**src/rtl/sdes_iter_engine.sv**
```systemverilog
// sdes_iter_engine: iterative S-DES engine, one Feistel round per clock,
// on-the-fly key schedule, valid/ready on both sides.
// Optional CBC chaining is enabled by defining SDES_CBC_EN (adds iv_load/iv).
// Bit ordering: the vector MSB is S-DES position 1 on key, data_in, data_out.
//
// state | meaning
// IDLE  | waiting for a block, in_ready high
// ROUND | one Feistel round per clock, rcnt = rounds already completed
// DONE  | result held on data_out/out_valid until out_ready
module sdes_iter_engine #(
    parameter int NUM_ROUNDS = 2,
    parameter int RCNT_W     = 4
) (
    input  logic       clk,
    input  logic       rst,
    input  logic       in_valid,
    output logic       in_ready,
    input  logic [9:0] key,
    input  logic [7:0] data_in,
    input  logic       encrypt,
    output logic       out_valid,
    input  logic       out_ready,
    output logic [7:0] data_out,
`ifdef SDES_CBC_EN
    input  logic       iv_load,
    input  logic [7:0] iv,
`endif
    output logic       busy
);

    localparam logic [1:0] S_IDLE  = 2'd0;
    localparam logic [1:0] S_ROUND = 2'd1;
    localparam logic [1:0] S_DONE  = 2'd2;

    // S-box tables, 2-bit entry at index {row, col}
    localparam logic [31:0] S0_LUT = {2'd2, 2'd3, 2'd1, 2'd3, 2'd3, 2'd1, 2'd2, 2'd0,
                                      2'd0, 2'd1, 2'd2, 2'd3, 2'd2, 2'd3, 2'd0, 2'd1};
    localparam logic [31:0] S1_LUT = {2'd3, 2'd0, 2'd1, 2'd2, 2'd0, 2'd1, 2'd0, 2'd3,
                                      2'd3, 2'd1, 2'd0, 2'd2, 2'd3, 2'd2, 2'd1, 2'd0};

    function automatic logic [9:0] p10(input logic [9:0] k);
        return {k[7], k[5], k[8], k[3], k[6], k[0], k[9], k[1], k[2], k[4]};
    endfunction

    function automatic logic [7:0] p8(input logic [9:0] k);
        return {k[4], k[7], k[3], k[6], k[2], k[5], k[0], k[1]};
    endfunction

    function automatic logic [7:0] ip(input logic [7:0] d);
        return {d[6], d[2], d[5], d[7], d[4], d[0], d[3], d[1]};
    endfunction

    function automatic logic [7:0] ip_inv(input logic [7:0] d);
        return {d[4], d[7], d[5], d[3], d[1], d[6], d[0], d[2]};
    endfunction

    function automatic logic [7:0] ep(input logic [3:0] r);
        return {r[0], r[3], r[2], r[1], r[2], r[1], r[0], r[3]};
    endfunction

    function automatic logic [3:0] p4(input logic [3:0] s);
        return {s[2], s[0], s[1], s[3]};
    endfunction

    // row = outer bits (1,4), column = inner bits (2,3)
    function automatic logic [1:0] sbox(input logic [31:0] lut, input logic [3:0] x);
        logic [3:0] idx;
        idx = {x[3], x[0], x[2], x[1]};
        return lut[{idx, 1'b0} +: 2];
    endfunction

    function automatic logic [4:0] rotl5(input logic [4:0] x, input logic [2:0] s);
        case (s)
            3'd1:    return {x[3:0], x[4]};
            3'd2:    return {x[2:0], x[4:3]};
            3'd3:    return {x[1:0], x[4:2]};
            3'd4:    return {x[0], x[4:1]};
            default: return x;
        endcase
    endfunction

    logic [1:0]        state;
    logic [4:0]        key_l, key_r;
    logic              enc_q;
    logic [7:0]        blk;
    logic [RCNT_W-1:0] rcnt;

    int                r_num;
    logic [2:0]        shamt;
    logic [7:0]        rk;
    logic [7:0]        ep_x;
    logic [3:0]        f_out, l_new;
    logic              last_round;
    logic [7:0]        result, cipher_in, out_val;

    assign in_ready = (state == S_IDLE);
    assign busy     = (state != S_IDLE);

    // Round key: cumulative rotation (2r-1) mod 5 of the P10 halves; decrypt walks rounds backwards
    always_comb begin
        r_num = enc_q ? (int'(rcnt) + 1) : (NUM_ROUNDS - int'(rcnt));
        shamt = 3'(((2 * r_num) - 1) % 5);
        rk    = p8({rotl5(key_l, shamt), rotl5(key_r, shamt)});
    end

    // One Feistel round on the current state register
    always_comb begin
        ep_x       = ep(blk[3:0]) ^ rk;
        f_out      = p4({sbox(S0_LUT, ep_x[7:4]), sbox(S1_LUT, ep_x[3:0])});
        l_new      = blk[7:4] ^ f_out;
        last_round = (rcnt == RCNT_W'(NUM_ROUNDS - 1));
        result     = ip_inv({l_new, blk[3:0]});
    end

`ifdef SDES_CBC_EN
    logic [7:0] chain, ct_q, chain_sel;
    // A same-cycle iv_load wins, so an accepted block already chains off the new IV
    assign chain_sel = iv_load ? iv : chain;
    assign cipher_in = encrypt ? (data_in ^ chain_sel) : data_in;
    assign out_val   = enc_q ? result : (result ^ chain);
`else
    assign cipher_in = data_in;
    assign out_val   = result;
`endif

    // Control FSM and datapath registers
    always_ff @(posedge clk or posedge rst) begin
        if (rst) begin
            state     <= S_IDLE;
            key_l     <= '0;
            key_r     <= '0;
            enc_q     <= 1'b0;
            blk       <= '0;
            rcnt      <= '0;
            out_valid <= 1'b0;
            data_out  <= '0;
`ifdef SDES_CBC_EN
            chain     <= '0;
            ct_q      <= '0;
`endif
        end else begin
            case (state)
                S_IDLE: begin
`ifdef SDES_CBC_EN
                    if (iv_load) chain <= iv;
`endif
                    if (in_valid) begin
                        {key_l, key_r} <= p10(key);
                        enc_q          <= encrypt;
                        blk            <= ip(cipher_in);
                        rcnt           <= '0;
                        state          <= S_ROUND;
`ifdef SDES_CBC_EN
                        ct_q           <= data_in;
`endif
                    end
                end
                S_ROUND: begin
                    if (last_round) begin
                        data_out  <= out_val;
                        out_valid <= 1'b1;
                        state     <= S_DONE;
`ifdef SDES_CBC_EN
                        chain     <= enc_q ? out_val : ct_q;
`endif
                    end else begin
                        blk  <= {blk[3:0], l_new};
                        rcnt <= rcnt + RCNT_W'(1);
                    end
                end
                S_DONE: begin
                    if (out_ready) begin
                        out_valid <= 1'b0;
                        state     <= S_IDLE;
                    end
                end
                default: state <= S_IDLE;
            endcase
        end
    end

endmodule
```
**config.mk**
```make
export PLATFORM = sky130hd
export DESIGN_NAME = sdes_iter_engine
export DESIGN_NICKNAME = d
export VERILOG_FILES = /design/src/rtl/sdes_iter_engine.sv
export SDC_FILE = /design/constraint.sdc
export NUM_CORES = 1
export LEC_CHECK = 0
export ABC_AREA = 1
export ABC_CLOCK_PERIOD_IN_PS = 12800
export CAP_MARGIN = 20
export CORE_ASPECT_RATIO = 1.2
export CORE_MARGIN = 2
export CORE_UTILIZATION = 35
export DETAILED_ROUTE_END_ITERATION = 7
export GPL_TIMING_DRIVEN = 0
export PLACE_DENSITY_LB_ADDON = 0.15
export SETUP_SLACK_MARGIN = 0.05
export SLEW_MARGIN = 20
export SYNTH_ARGS = -nofsm -noshare
export SYNTH_HDL_FRONTEND = slang
export SYNTH_SLANG_ARGS = --single-unit
```
**constraint.sdc**
```tcl
create_clock -name clk -period 12.8 [get_ports clk]
set_input_delay 1.92 -clock clk [delete_from_list [all_inputs] [get_ports clk]]
set_output_delay 1.92 -clock clk [all_outputs]
set_load 0.005 [all_outputs]
```
# ---- Word level (Yosys, flattened, before mapping)
# Cells that the tools add are included.
dict set report word_totals {
  reg_bits 34
  inputBits 23
}
dict set report classes {
  addsub 4
  div_mod_pow 1
  eq_ne 11
  n_shift 2
  n_mux 16
  bitwise 2
  reduce_logical 9
}
# op n
set op_table {}
lappend op_table {{$shiftx 32x6->2 const A} 2}
lappend op_table {{$mod 32x4->32 const B} 1}
lappend op_table {{$sub 32x2->32 const B} 1}
lappend op_table {{$mux 31} 1}
lappend op_table {{$pmux 5 s4} 1}
lappend op_table {{$mux 8} 2}
lappend op_table {{$pmux 8 s2} 1}
lappend op_table {{$pmux 3 s4} 1}
lappend op_table {{$reduce_and 3->1} 3}
lappend op_table {{$mux 4} 2}
lappend op_table {{$ne 2x2->1 const B} 4}
lappend op_table {{$pmux 4 s2} 1}
lappend op_table {{$xor 8x8->8} 1}
lappend op_table {{$eq 3x2->1 const B} 2}
lappend op_table {{$mux 2} 3}
lappend op_table {{$pmux 2 s3} 1}
lappend op_table {{$reduce_bool 2->1} 3}
lappend op_table {{$add 4x1->5 const B} 1}
lappend op_table {{$sub 2x4->5 const A} 1}
lappend op_table {{$add 4x1->4 const B} 1}
lappend op_table {{$eq 4x1->1 const B} 1}
lappend op_table {{$reduce_and 2->1} 2}
lappend op_table {{$xor 4x4->4} 1}
lappend op_table {{$eq 3x1->1 const B} 1}
lappend op_table {{6 further kinds} 7}

# ---- Logic depth before layout (Yosys ltp)
# Gate-level depths: netlist (run 1).
dict set report depth {
  word_depth 11
  depth_mapped 153
  ltp_nobuf 152
}

# ---- Worst setup path after synthesis (run 1)
# No wires, ideal clock.
dict set report synth_path {
  kind {register to register}
  startpoint {register rcnt[0]}
  endpoint {register blk[1]}
  setup_time_ns 0.116
  arrival_ns 11.893
  setup_slack_ns 0.790
  path_stages_with_launch 128
  cell_sequence {dfrtp_1 > ha_1 > xnor2_1 > nand2_1 > nor2_1 > nand4_1 > ha_1 > inv_1 > nand3_1 > nand2_8 > nand2_2 > nand4_2 > nand2_1 > nand2_1 > nand3_2 > nand2_2 > nand2_2 > nand2_1 > (+92 left out) > or2_2 > nand2_8 > nor2_4 > nand2_4 > nand2_4 > inv_4 > nand2_1 > nand2_1 > nand2_1 > nand2_1 > inv_2 > ha_1 > nand2_1 > nand2_1 > nand2_1 > nand3_1 > nand2_1 > nand2_1}
}
dict set report synth_between {
  elab_chain_cells 11
}
# item line
set synth_lines {}
lappend synth_lines {{start, declared} 86} ;# logic [RCNT_W-1:0] rcnt;
lappend synth_lines {{start signal, assigned} 168} ;# rcnt <= rcnt + RCNT_W'(1);
lappend synth_lines {{$sub 2x4->5 or $add 4x1->5 (tied branches)} 101} ;# r_num = enc_q ? (int'(rcnt) + 1) : (NUM_ROUNDS - int'(rcnt));
lappend synth_lines {{$mux 31} 101}
lappend synth_lines {{$sub 32x2->32} 102} ;# shamt = 3'(((2 * r_num) - 1) % 5);
lappend synth_lines {{$mod 32x4->32} 102}
lappend synth_lines {{$eq 3x3->1, or another cell as far along} 73} ;# case (s)
lappend synth_lines {{$pmux 5 s4 or $pmux 3 s4 (tied branches)} 73}
lappend synth_lines {{$xor 8x8->8} 108} ;# ep_x = ep(blk[3:0]) ^ rk;
lappend synth_lines {{$shiftx 32x6->2} 69} ;# return lut[{idx, 1'b0} +: 2];
lappend synth_lines {{$xor 4x4->4} 110} ;# l_new = blk[7:4] ^ f_out;
lappend synth_lines {{$mux 8} 159} ;# if (last_round) begin
lappend synth_lines {{$pmux 8 s2} 142} ;# case (state)
lappend synth_lines {{end signal, assigned} 150} ;# blk <= ip(cipher_in);
lappend synth_lines {{end signal, assigned} 167} ;# blk <= {blk[3:0], l_new};
lappend synth_lines {{end, declared} 85} ;# logic [7:0] blk;
# Several ways; a longest one is shown, not always the timed one. The select of a mux whose other input is x is not followed.
# A chain may end at the register's enable or synchronous reset.

# ---- Worst setup path after layout (run 1)
dict set report layout_path {
  startpoint {register rcnt[0]}
  endpoint {register data_out[6]}
}
dict set report layout_between {
  elab_chain_cells 9
}
# item line
set layout_lines {}
lappend layout_lines {{$sub 2x4->5 or $add 4x1->5 (tied branches)} 101}
lappend layout_lines {{$mux 31} 101}
lappend layout_lines {{$sub 32x2->32} 102}
lappend layout_lines {{$mod 32x4->32} 102}
lappend layout_lines {{$eq 3x3->1, or another cell as far along} 73}
lappend layout_lines {{$pmux 5 s4 or $pmux 3 s4 (tied branches)} 73}
lappend layout_lines {{$xor 8x8->8} 108}
lappend layout_lines {{$shiftx 32x6->2} 69}
lappend layout_lines {{$xor 4x4->4} 110}
lappend layout_lines {{end signal, assigned} 160} ;# data_out <= out_val;
lappend layout_lines {{end, declared} 23} ;# output logic [7:0] data_out,
# Several ways; a longest one is shown, not always the timed one.

==> impl_metrics.env, run 1 <==
export IMPL_start_util_pct=35.34
export IMPL_syn_to_final_growth_pct=43.94
export IMPL_tightest_slew_ns=1.174
export IMPL_vias=5845
export IMPL_synth_ff_type="dfrtp_1"
export IMPL_cts_max_level=2
export IMPL_layout_cell_area_non_filler_mm2=0.007861
export IMPL_drt_total_wl_um=14690
export IMPL_yosys_warnings=0
export IMPL_cp_slowest_stage_delay_ns=0.47
export IMPL_clock_path_buffers=2
export IMPL_wl_per_cell_um=12.24
export IMPL_drt_iter0_drc=193
export IMPL_layout_min_cycle_time_ns=12.71
export IMPL_layout_nets=1028
export IMPL_status="completed"
export IMPL_fmax_mhz=78.65
export IMPL_r2r_start="rcnt[0]"
export IMPL_dpl_cell_area_mm2=0.006072
export IMPL_critPathCapture="data_out[6]"
export IMPL_hold_slack_ns=0.4798
export IMPL_place_inst=1122
export IMPL_yosysTopAreaCellShare_pct=19.31
export IMPL_cp_data_arrival_time_ns=12.94
export IMPL_gp_congestion=0.8448
export IMPL_stdcell_count=1200
export IMPL_netlist_instances=880
export IMPL_via_per_inst=4.871
export IMPL_synthTopCellsByCount="281 x nand2_1, 143 x nand3_1, 81 x nand2_2"
export IMPL_synthArstFlopShare_pct=100.0
export IMPL_finalHoldViolCount=0
export IMPL_hold_path_class="reg -> reg"
export IMPL_r2r_setup_slack_ns=0.09
export IMPL_cts_hold_buffers=0
export IMPL_dieArea_mm2=0.01662
export IMPL_die_w_um=118.0
export IMPL_clk_latency_ns=0.29
export IMPL_setup_tns_ns=0
export IMPL_first_pass_iters=4
export IMPL_path_clk_slew_ns=0.06
export IMPL_root_buffer="clkbuf_16"
export IMPL_path_max_fanout=10
export IMPL_rsz0062_at_grt="true"
export IMPL_timing_rr_end="data_out[6]"
export IMPL_cp_start_kind="flop"
export IMPL_yosys_cell_types_count=47
export IMPL_grt_pass1_wl_um=23590
export IMPL_cp_required_ns=13.02
export IMPL_cp_slowest_cell="dfrtp_2"
export IMPL_numCtsBuffers=5
export IMPL_synth_seq_area_share_pct=15.58
export IMPL_fin_crit_sh_pct=99.33
export IMPL_critPathBufInv=17
export IMPL_synth_area_leaders="nand2_1 19%, dfrtp_1 16%, nand3_1 13%, nand2_2 9.3%, inv_1 5.1%"
export IMPL_grt_pass1_vias=5481
export IMPL_yosysMostFrequentCell="nand2_1"
export IMPL_end_kind="flop"
export IMPL_yosysTopAreaCell="nand2_1"
export IMPL_synth_seq_cells=34
export IMPL_grt_util_all_layers_pct=16.53
export IMPL_num_antenna_cells=0
export IMPL_fillCellCount=1563
export IMPL_worst_r2r_path_depth=131
export IMPL_drive_above_1_share_pct=45.06
export IMPL_synth_edf_count=0
export IMPL_ant_nets=0
export IMPL_grt_max_degree=25
export IMPL_criticalPathCategory="reg -> reg"
export IMPL_num_io_pins=34
export IMPL_fp_row_count=50
export IMPL_grt_ovfl_total=0
export IMPL_antenna_found_initial=0
export IMPL_setup_viol=0
export IMPL_coreArea_mm2=0.01545
export IMPL_dpl_hpwl_um=10160
export IMPL_drc_errors=0
export IMPL_die_height_um=140.8
export IMPL_finClkSkew_ns=0.008342
export IMPL_finalMaxSlewViolations=0
export IMPL_path_delay_family="simple AND/OR/NAND/NOR gates"
export IMPL_port_buffers=33
export IMPL_register_area_um2=855.8
export IMPL_synth_nets=917
export IMPL_relSlewSlack_pct=21.15
export IMPL_path_depth=131
export IMPL_startpoint="rcnt[0]"
export IMPL_multi_input_area_mm2=0.005096
export IMPL_synth_area_mm2=0.005461
export IMPL_cts_tree="built"
export IMPL_crit_path_frequent_cell="nand2_2"
export IMPL_syn_area_per_cell_um2=6.206
export IMPL_maxCapViolations=0
export IMPL_cts_sinks=34
==> state kept, by name, indices dropped and copies added, names as in the netlist <==
name,flops
blk,8
data_out,8
enc_q,1
key_l,5
key_r,5
out_valid,1
rcnt,4
state,2
==> final cells by class <==
cell class / instances / share of cell area, %
sequential: 34 / 10.89
multi-input combinational: 724 / 64.83
inverter: 111 / 6.159
clock buffer: 5 / 1.592
clock inverter: 3 / 0.2706
timing repair buffer: 104 / 11.55
tap: 208 / 3.311
buffer: 11 / 1.401
==> repair_timing <==
action	in CTS	in global routing
hold endpoints to repair	0	0
gates resized for setup	70	199
buffers inserted	30	38
setup endpoints to repair	8	8
cloned	1	1
pin swaps	43	136
==> stage by stage <==
stage               util [%]  setup WS [ns]
floorplan                  -         0.7902
global placement       39.17        -0.8315
detailed placement     39.30        -0.8501
CTS                    43.69        0.05645
global route           50.87         -1.047
finish                 50.87        0.08567
==> worst min-delay path by stage <==
stage                     start          end  cells past startpoint
floorplan             out_valid    out_valid                      2
global placement    data_out[1]  data_out[1]                      2
detailed placement    out_valid    out_valid                      2
CTS                 data_out[7]  data_out[7]                      2
global route        data_out[7]  data_out[7]                      2
finish                out_valid    out_valid                      2
==> worst reg2reg max path: cells and delay by family, from the launching register on <==
family	cells	cell delay, ns
AND/OR/NAND/NOR	107	9.24
buffers and inverters	17	1.49
adder cells (fa/ha/maj)	4	0.86
flip-flops	1	0.47
XOR/XNOR	2	0.42
AO/OA/AOI/OAI	1	0.14
==> layout by cell type, fill, tap and decap left out, types with 24 or more instances in the layout <==
| cell | synthesis | routed |
|---|---|---|
| nand2_4 | 24 | 56 |
| clkdlybuf4s50_1 | 0 | 33 |
| nand3_1 | 143 | 108 |
| buf_4 | 4 | 66 |
| inv_1 | 74 | 54 |
| nand3_2 | 17 | 39 |
| inv_2 | 23 | 41 |
| nand2_2 | 81 | 119 |
| dfrtp_1 | 34 | 30 |
| nand4_1 | 24 | 24 |
| nor2_1 | 39 | 35 |
| nand2_1 | 281 | 203 |
==> routing by layer <==
metal | track usage, % | up-vias | part of all wire [%]
met1 | 19.06 | 2710 | 41
met3 | 1.294 | 9 | 1.5
met4 | 5.453 | 0 | 1.2
met5 | 0 | - | 0
li1 | - | 3066 | -
met2 | 31.98 | 60 | 56
==> logic make-up (layout without fill, tap and decap cells) <==
group / Yosys count / count (layout) / share of synthesized area, %
AO/OA/AOI/OAI: 52 / 52 / 5.750
XOR/XNOR: 18 / 18 / 3.643
adder cells (fa/ha/maj): 14 / 14 / 3.207
buffers and inverters: 122 / 234 / 10.31
flip-flops: 34 / 34 / 15.58
multiplexers: 6 / 6 / 1.237
AND/OR/NAND/NOR: 634 / 634 / 60.27
Power of run 1 is left out: the tool's default activity adds up to more than one toggle a clock period on the data nets, which glitch-free logic cannot reach.
==> inputs of run 2 (changes only) <==
- CORE_UTILIZATION: 35 -> 48
==> impl_metrics.env, run 2 (synthesis results as in run 1) <==
export IMPL_crit_path_frequent_cell="nand2_4"
export IMPL_dieArea_mm2=0.01225
export IMPL_drive_above_1_share_pct=46.13
export IMPL_grt_max_degree=35
export IMPL_setup_tns_ns=-0.1955
export IMPL_fmax_mhz=77.78
export IMPL_drc_errors=0
export IMPL_hp_start="data_out[2]"
export IMPL_grt_pass1_vias=5379
export IMPL_num_io_pins=34
export IMPL_cts_sinks=34
export IMPL_r2r_setup_slack_ns=-0.06
export IMPL_grt_ovfl_total=0
export IMPL_rsz0062_at_grt="true"
export IMPL_wl_per_cell_um=13.63
export IMPL_start_util_pct=49.26
export IMPL_top_regs="blk (8), data_out (8)"
export IMPL_maxCapViolations=0
export IMPL_antenna_found_initial=0
export IMPL_finalWorstSetupSlack_ns=-0.05728
export IMPL_cp_data_arrival_time_ns=13.04
export IMPL_fp_row_count=42
export IMPL_fin_crit_sh_pct=100.4
export IMPL_status="complete, but fails checks"
export IMPL_coreArea_mm2=0.01109
export IMPL_mostFrequentLayoutCells="197 x nand2_1, 108 x nand2_2, 100 x nand3_1"
export IMPL_tightest_slew_ns=1.270
export IMPL_numCtsBuffers=5
export IMPL_fillCellCount=879
export IMPL_grt_pass1_wl_um=22360
export IMPL_via_per_inst=5.353
export IMPL_timing_rr_end="blk[1]"
export IMPL_clk_latency_ns=0.28
export IMPL_place_inst=1067
export IMPL_hold_slack_ns=0.4814
export IMPL_cts_tree="built"
export IMPL_die_w_um=101.4
export IMPL_relSlewSlack_pct=14.73
export IMPL_cp_required_ns=12.98
export IMPL_finClkSkew_ns=0.006987
export IMPL_root_buffer="clkbuf_16"
export IMPL_cts_max_level=2
export IMPL_drt_total_wl_um=15660
export IMPL_stdcell_count=1149
export IMPL_cp_slowest_cell="dfrtp_2"
export IMPL_worst_r2r_path_depth=129
export IMPL_drt_iter0_drc=343
export IMPL_path_clk_slew_ns=0.06
export IMPL_die_height_um=120.9
export IMPL_ant_nets=0
export IMPL_place_ws_ns=-0.8595
export IMPL_first_pass_iters=5
export IMPL_r2r_start="rcnt[0]"
export IMPL_critPathCapture="blk[1]"
export IMPL_finalHoldViolCount=0
export IMPL_num_antenna_cells=0
export IMPL_grt_util_all_layers_pct=21.57
export IMPL_path_max_fanout=8
export IMPL_cp_start_kind="flop"
export IMPL_layout_min_cycle_time_ns=12.86
export IMPL_hold_path_class="reg -> reg"
export IMPL_setup_viol=6
export IMPL_violations="setup timing"
export IMPL_layout_nets=1031
export IMPL_port_buffers=33
export IMPL_finalMaxSlewViolations=0
export IMPL_clock_path_buffers=2
export IMPL_criticalPathCategory="reg -> reg"
export IMPL_end_kind="flop"
export IMPL_gp_congestion=0.8267
export IMPL_mostFrequentLayoutCell="nand2_1"
export IMPL_cp_slowest_stage_delay_ns=0.47
export IMPL_vias=6151
export IMPL_dpl_hpwl_um=9549
export IMPL_syn_to_final_growth_pct=46.46
export IMPL_startpoint="rcnt[0]"
==> run 2: cell types whose count changed in the layout (fill, tap and decap cells not counted), sizes merged <==
cell	before	now
buf	79	82
bufinv	2	3
clkinv	8	4
inv	102	105
==> run 2: worst max-delay path: cells and delay by family, from the launching register on <==
family          cells  cell delay (ns)
buf+inv            19             1.49
fa+ha+maj           5             0.95
compound gates      3             0.61
flops               1             0.47
simple gates      102             9.22
==> run 2: repair_timing <==
action	CTS	global route
endpoints found under the setup margin	8	8
hold buffers	0	0
buffers inserted	29	44
cloned	1	1
pin swaps	40	133
gates resized for setup	67	234
==> run 2: routing by layer <==
metal  wire (µm)  track usage, %  up-vias
met2        8867           42.55      119
li1            -               -     3073
met3         389           1.325       27
met1        6119           24.60     2932
met4         282           5.321        0
met5           0               0        -
==> run 2: per-stage QoR <==
stage,area [µm²],util (%)
after floorplan,5461,-
after global placement,5984,53.97
after detailed placement,5984,53.97
after CTS,6680,60.25
after global routing,7999,72.14
final,7999,72.14
==> run 2: worst min-delay path by stage <==
stage	endpoint	slack [ns]	cells after the start
3_3_place_gp	out_valid	0.47	2
4_1_cts	out_valid	0.48	2
3_5_place_dp	out_valid	0.47	2
6_report	data_out[2]	0.48	2
2_1_floorplan	out_valid	0.47	2
5_1_grt	out_valid	0.50	2
==> run 2: final cells by class <==
cell class / count / area [µm²] / share of cell area (%)
multi-input combinational: 724 / 5269 / 65.87
tap: 154 / 192.7 / 2.409
clock inverter: 3 / 45.04 / 0.5631
buffer: 11 / 113.9 / 1.423
clock buffer: 5 / 125.1 / 1.564
timing repair buffer: 107 / 929.6 / 11.62
sequential: 34 / 854.6 / 10.68
inverter: 111 / 469.2 / 5.866
Power of run 2 is left out for the same reason.
==> inputs of run 3 (changes only) <==
- CORE_MARGIN: 2 -> 5
==> impl_metrics.env, run 3 (synthesis results as in run 1) <==
export IMPL_status="complete, but fails checks"
export IMPL_violations="setup timing"
export IMPL_drt_total_wl_um=15320
export IMPL_cts_sinks=34
export IMPL_end_kind="flop"
export IMPL_clk_latency_ns=0.28
export IMPL_root_buffer="clkbuf_16"
export IMPL_syn_to_final_growth_pct=43.80
export IMPL_maxCapViolations=0
export IMPL_cp_slowest_cell="dfrtp_2"
export IMPL_fp_row_count=42
export IMPL_mostFrequentLayoutCells="185 x nand2_1, 123 x nand2_2, 94 x nand3_1"
export IMPL_dpl_hpwl_um=9578
export IMPL_antenna_found_initial=0
export IMPL_clock_path_buffers=2
export IMPL_rsz0062_at_grt="true"
export IMPL_gp_congestion=0.8287
export IMPL_dpl_cell_area_mm2=0.005984
export IMPL_start_util_pct=49.26
export IMPL_stdcell_count=1132
export IMPL_crit_path_frequent_cell="nand2_4"
export IMPL_grt_util_all_layers_pct=19.41
export IMPL_layout_cell_area_non_filler_mm2=0.007854
export IMPL_startpoint="rcnt[0]"
export IMPL_grt_pass1_vias=5337
export IMPL_layout_nets=1014
export IMPL_fin_crit_sh_pct=100.8
export IMPL_grt_ovfl_total=0
export IMPL_port_buffers=33
export IMPL_hp_start="out_valid"
export IMPL_vias=5952
export IMPL_setup_viol=7
export IMPL_path_delay_family="simple AND/OR/NAND/NOR gates"
export IMPL_path_clk_slew_ns=0.06
export IMPL_finalHoldViolCount=0
export IMPL_via_per_inst=5.258
export IMPL_fillCellCount=833
export IMPL_criticalPathCategory="reg -> reg"
export IMPL_cp_required_ns=13.03
export IMPL_dieArea_mm2=0.01362
export IMPL_die_height_um=126.9
export IMPL_cts_max_level=2
export IMPL_top_regs="blk (8), data_out (8)"
export IMPL_numCtsBuffers=5
export IMPL_grt_max_degree=35
export IMPL_wl_per_cell_um=13.53
export IMPL_coreArea_mm2=0.01109
export IMPL_first_pass_iters=5
export IMPL_mostFrequentLayoutCell="nand2_1"
export IMPL_num_io_pins=34
export IMPL_drive_above_1_share_pct=47.34
export IMPL_cp_slowest_stage_delay_ns=0.49
export IMPL_grt_pass1_wl_um=22630
export IMPL_critPathBufInv=19
export IMPL_cts_tree="built"
export IMPL_path_max_fanout=8
export IMPL_ant_nets=0
export IMPL_fmax_mhz=77.50
export IMPL_die_w_um=107.4
export IMPL_drt_iter0_drc=212
export IMPL_finalWorstSetupSlack_ns=-0.1030
export IMPL_finClkSkew_ns=0.007147
export IMPL_r2r_start="rcnt[0]"
export IMPL_drc_errors=0
export IMPL_num_antenna_cells=0
export IMPL_tightest_slew_ns=1.336
export IMPL_finalMaxSlewViolations=0
export IMPL_layout_min_cycle_time_ns=12.90
export IMPL_cp_data_arrival_time_ns=13.13
export IMPL_place_inst=1067
export IMPL_hold_path_class="reg -> reg"
export IMPL_relSlewSlack_pct=10.27
export IMPL_cp_start_kind="flop"
## run 3: layer usage
metal  GRT usage [%]  wire length, µm
met3           1.880              320
met1           21.80             5897
met5               0                0
met4           6.166              326
met2           37.79             8773
## run 3: cell type report
cell class / count / area [µm²] / share of cell area [%]
multi-input combinational: 724 / 5243 / 66.75
sequential: 34 / 853.3 / 10.87
timing repair buffer: 90 / 817.0 / 10.40
inverter: 111 / 479.2 / 6.102
tap: 154 / 192.7 / 2.453
clock buffer: 6 / 138.9 / 1.768
buffer: 11 / 117.6 / 1.498
clock inverter: 2 / 12.51 / 0.1593
## run 3: what timing repair did
item,CTS,global route
resized for setup,65,251
endpoints found under the setup margin,8,8
cloned,1,1
hold buffers,0,0
setup buffers,24,31
pin swaps,38,146
## run 3: per-stage QoR
step           worst slack, ns  utilization, %  hold WS [ns]  setup TNS [ns]
6_report               -0.1030           70.83        0.4765         -0.4569
5_1_grt                 -1.061           70.83        0.5030          -7.986
4_1_cts                0.05464           59.58        0.4814               0
3_5_place_dp           -0.8331           53.97        0.4672          -5.425
3_3_place_gp           -0.6859           53.97        0.4631          -4.315
2_1_floorplan           0.7902               -        0.4712               0
## run 3: path summary, 6_finish.rpt
kind                               end  depth (start not counted)  slack, ns
max in group asynchronous        enc_q                          2      10.20
min                          out_valid                          2       0.48
min reg2reg                  out_valid                          2       0.48
max reg2reg                data_out[6]                        136      -0.10
min in group asynchronous     key_l[4]                          2       2.08
max                        data_out[6]                        136      -0.10
## run 3: worst reg2reg max path: cells and delay by family, from the launching register on
| kind | cells | cell delay (ns) |
|---|---|---|
| AO/OA/AOI/OAI | 2 | 0.40 |
| flip-flops | 1 | 0.49 |
| XOR/XNOR | 1 | 0.21 |
| AND/OR/NAND/NOR | 110 | 9.47 |
| buffers and inverters | 19 | 1.48 |
| adder cells (fa/ha/maj) | 4 | 0.80 |
Power of run 3 is left out for the same reason.
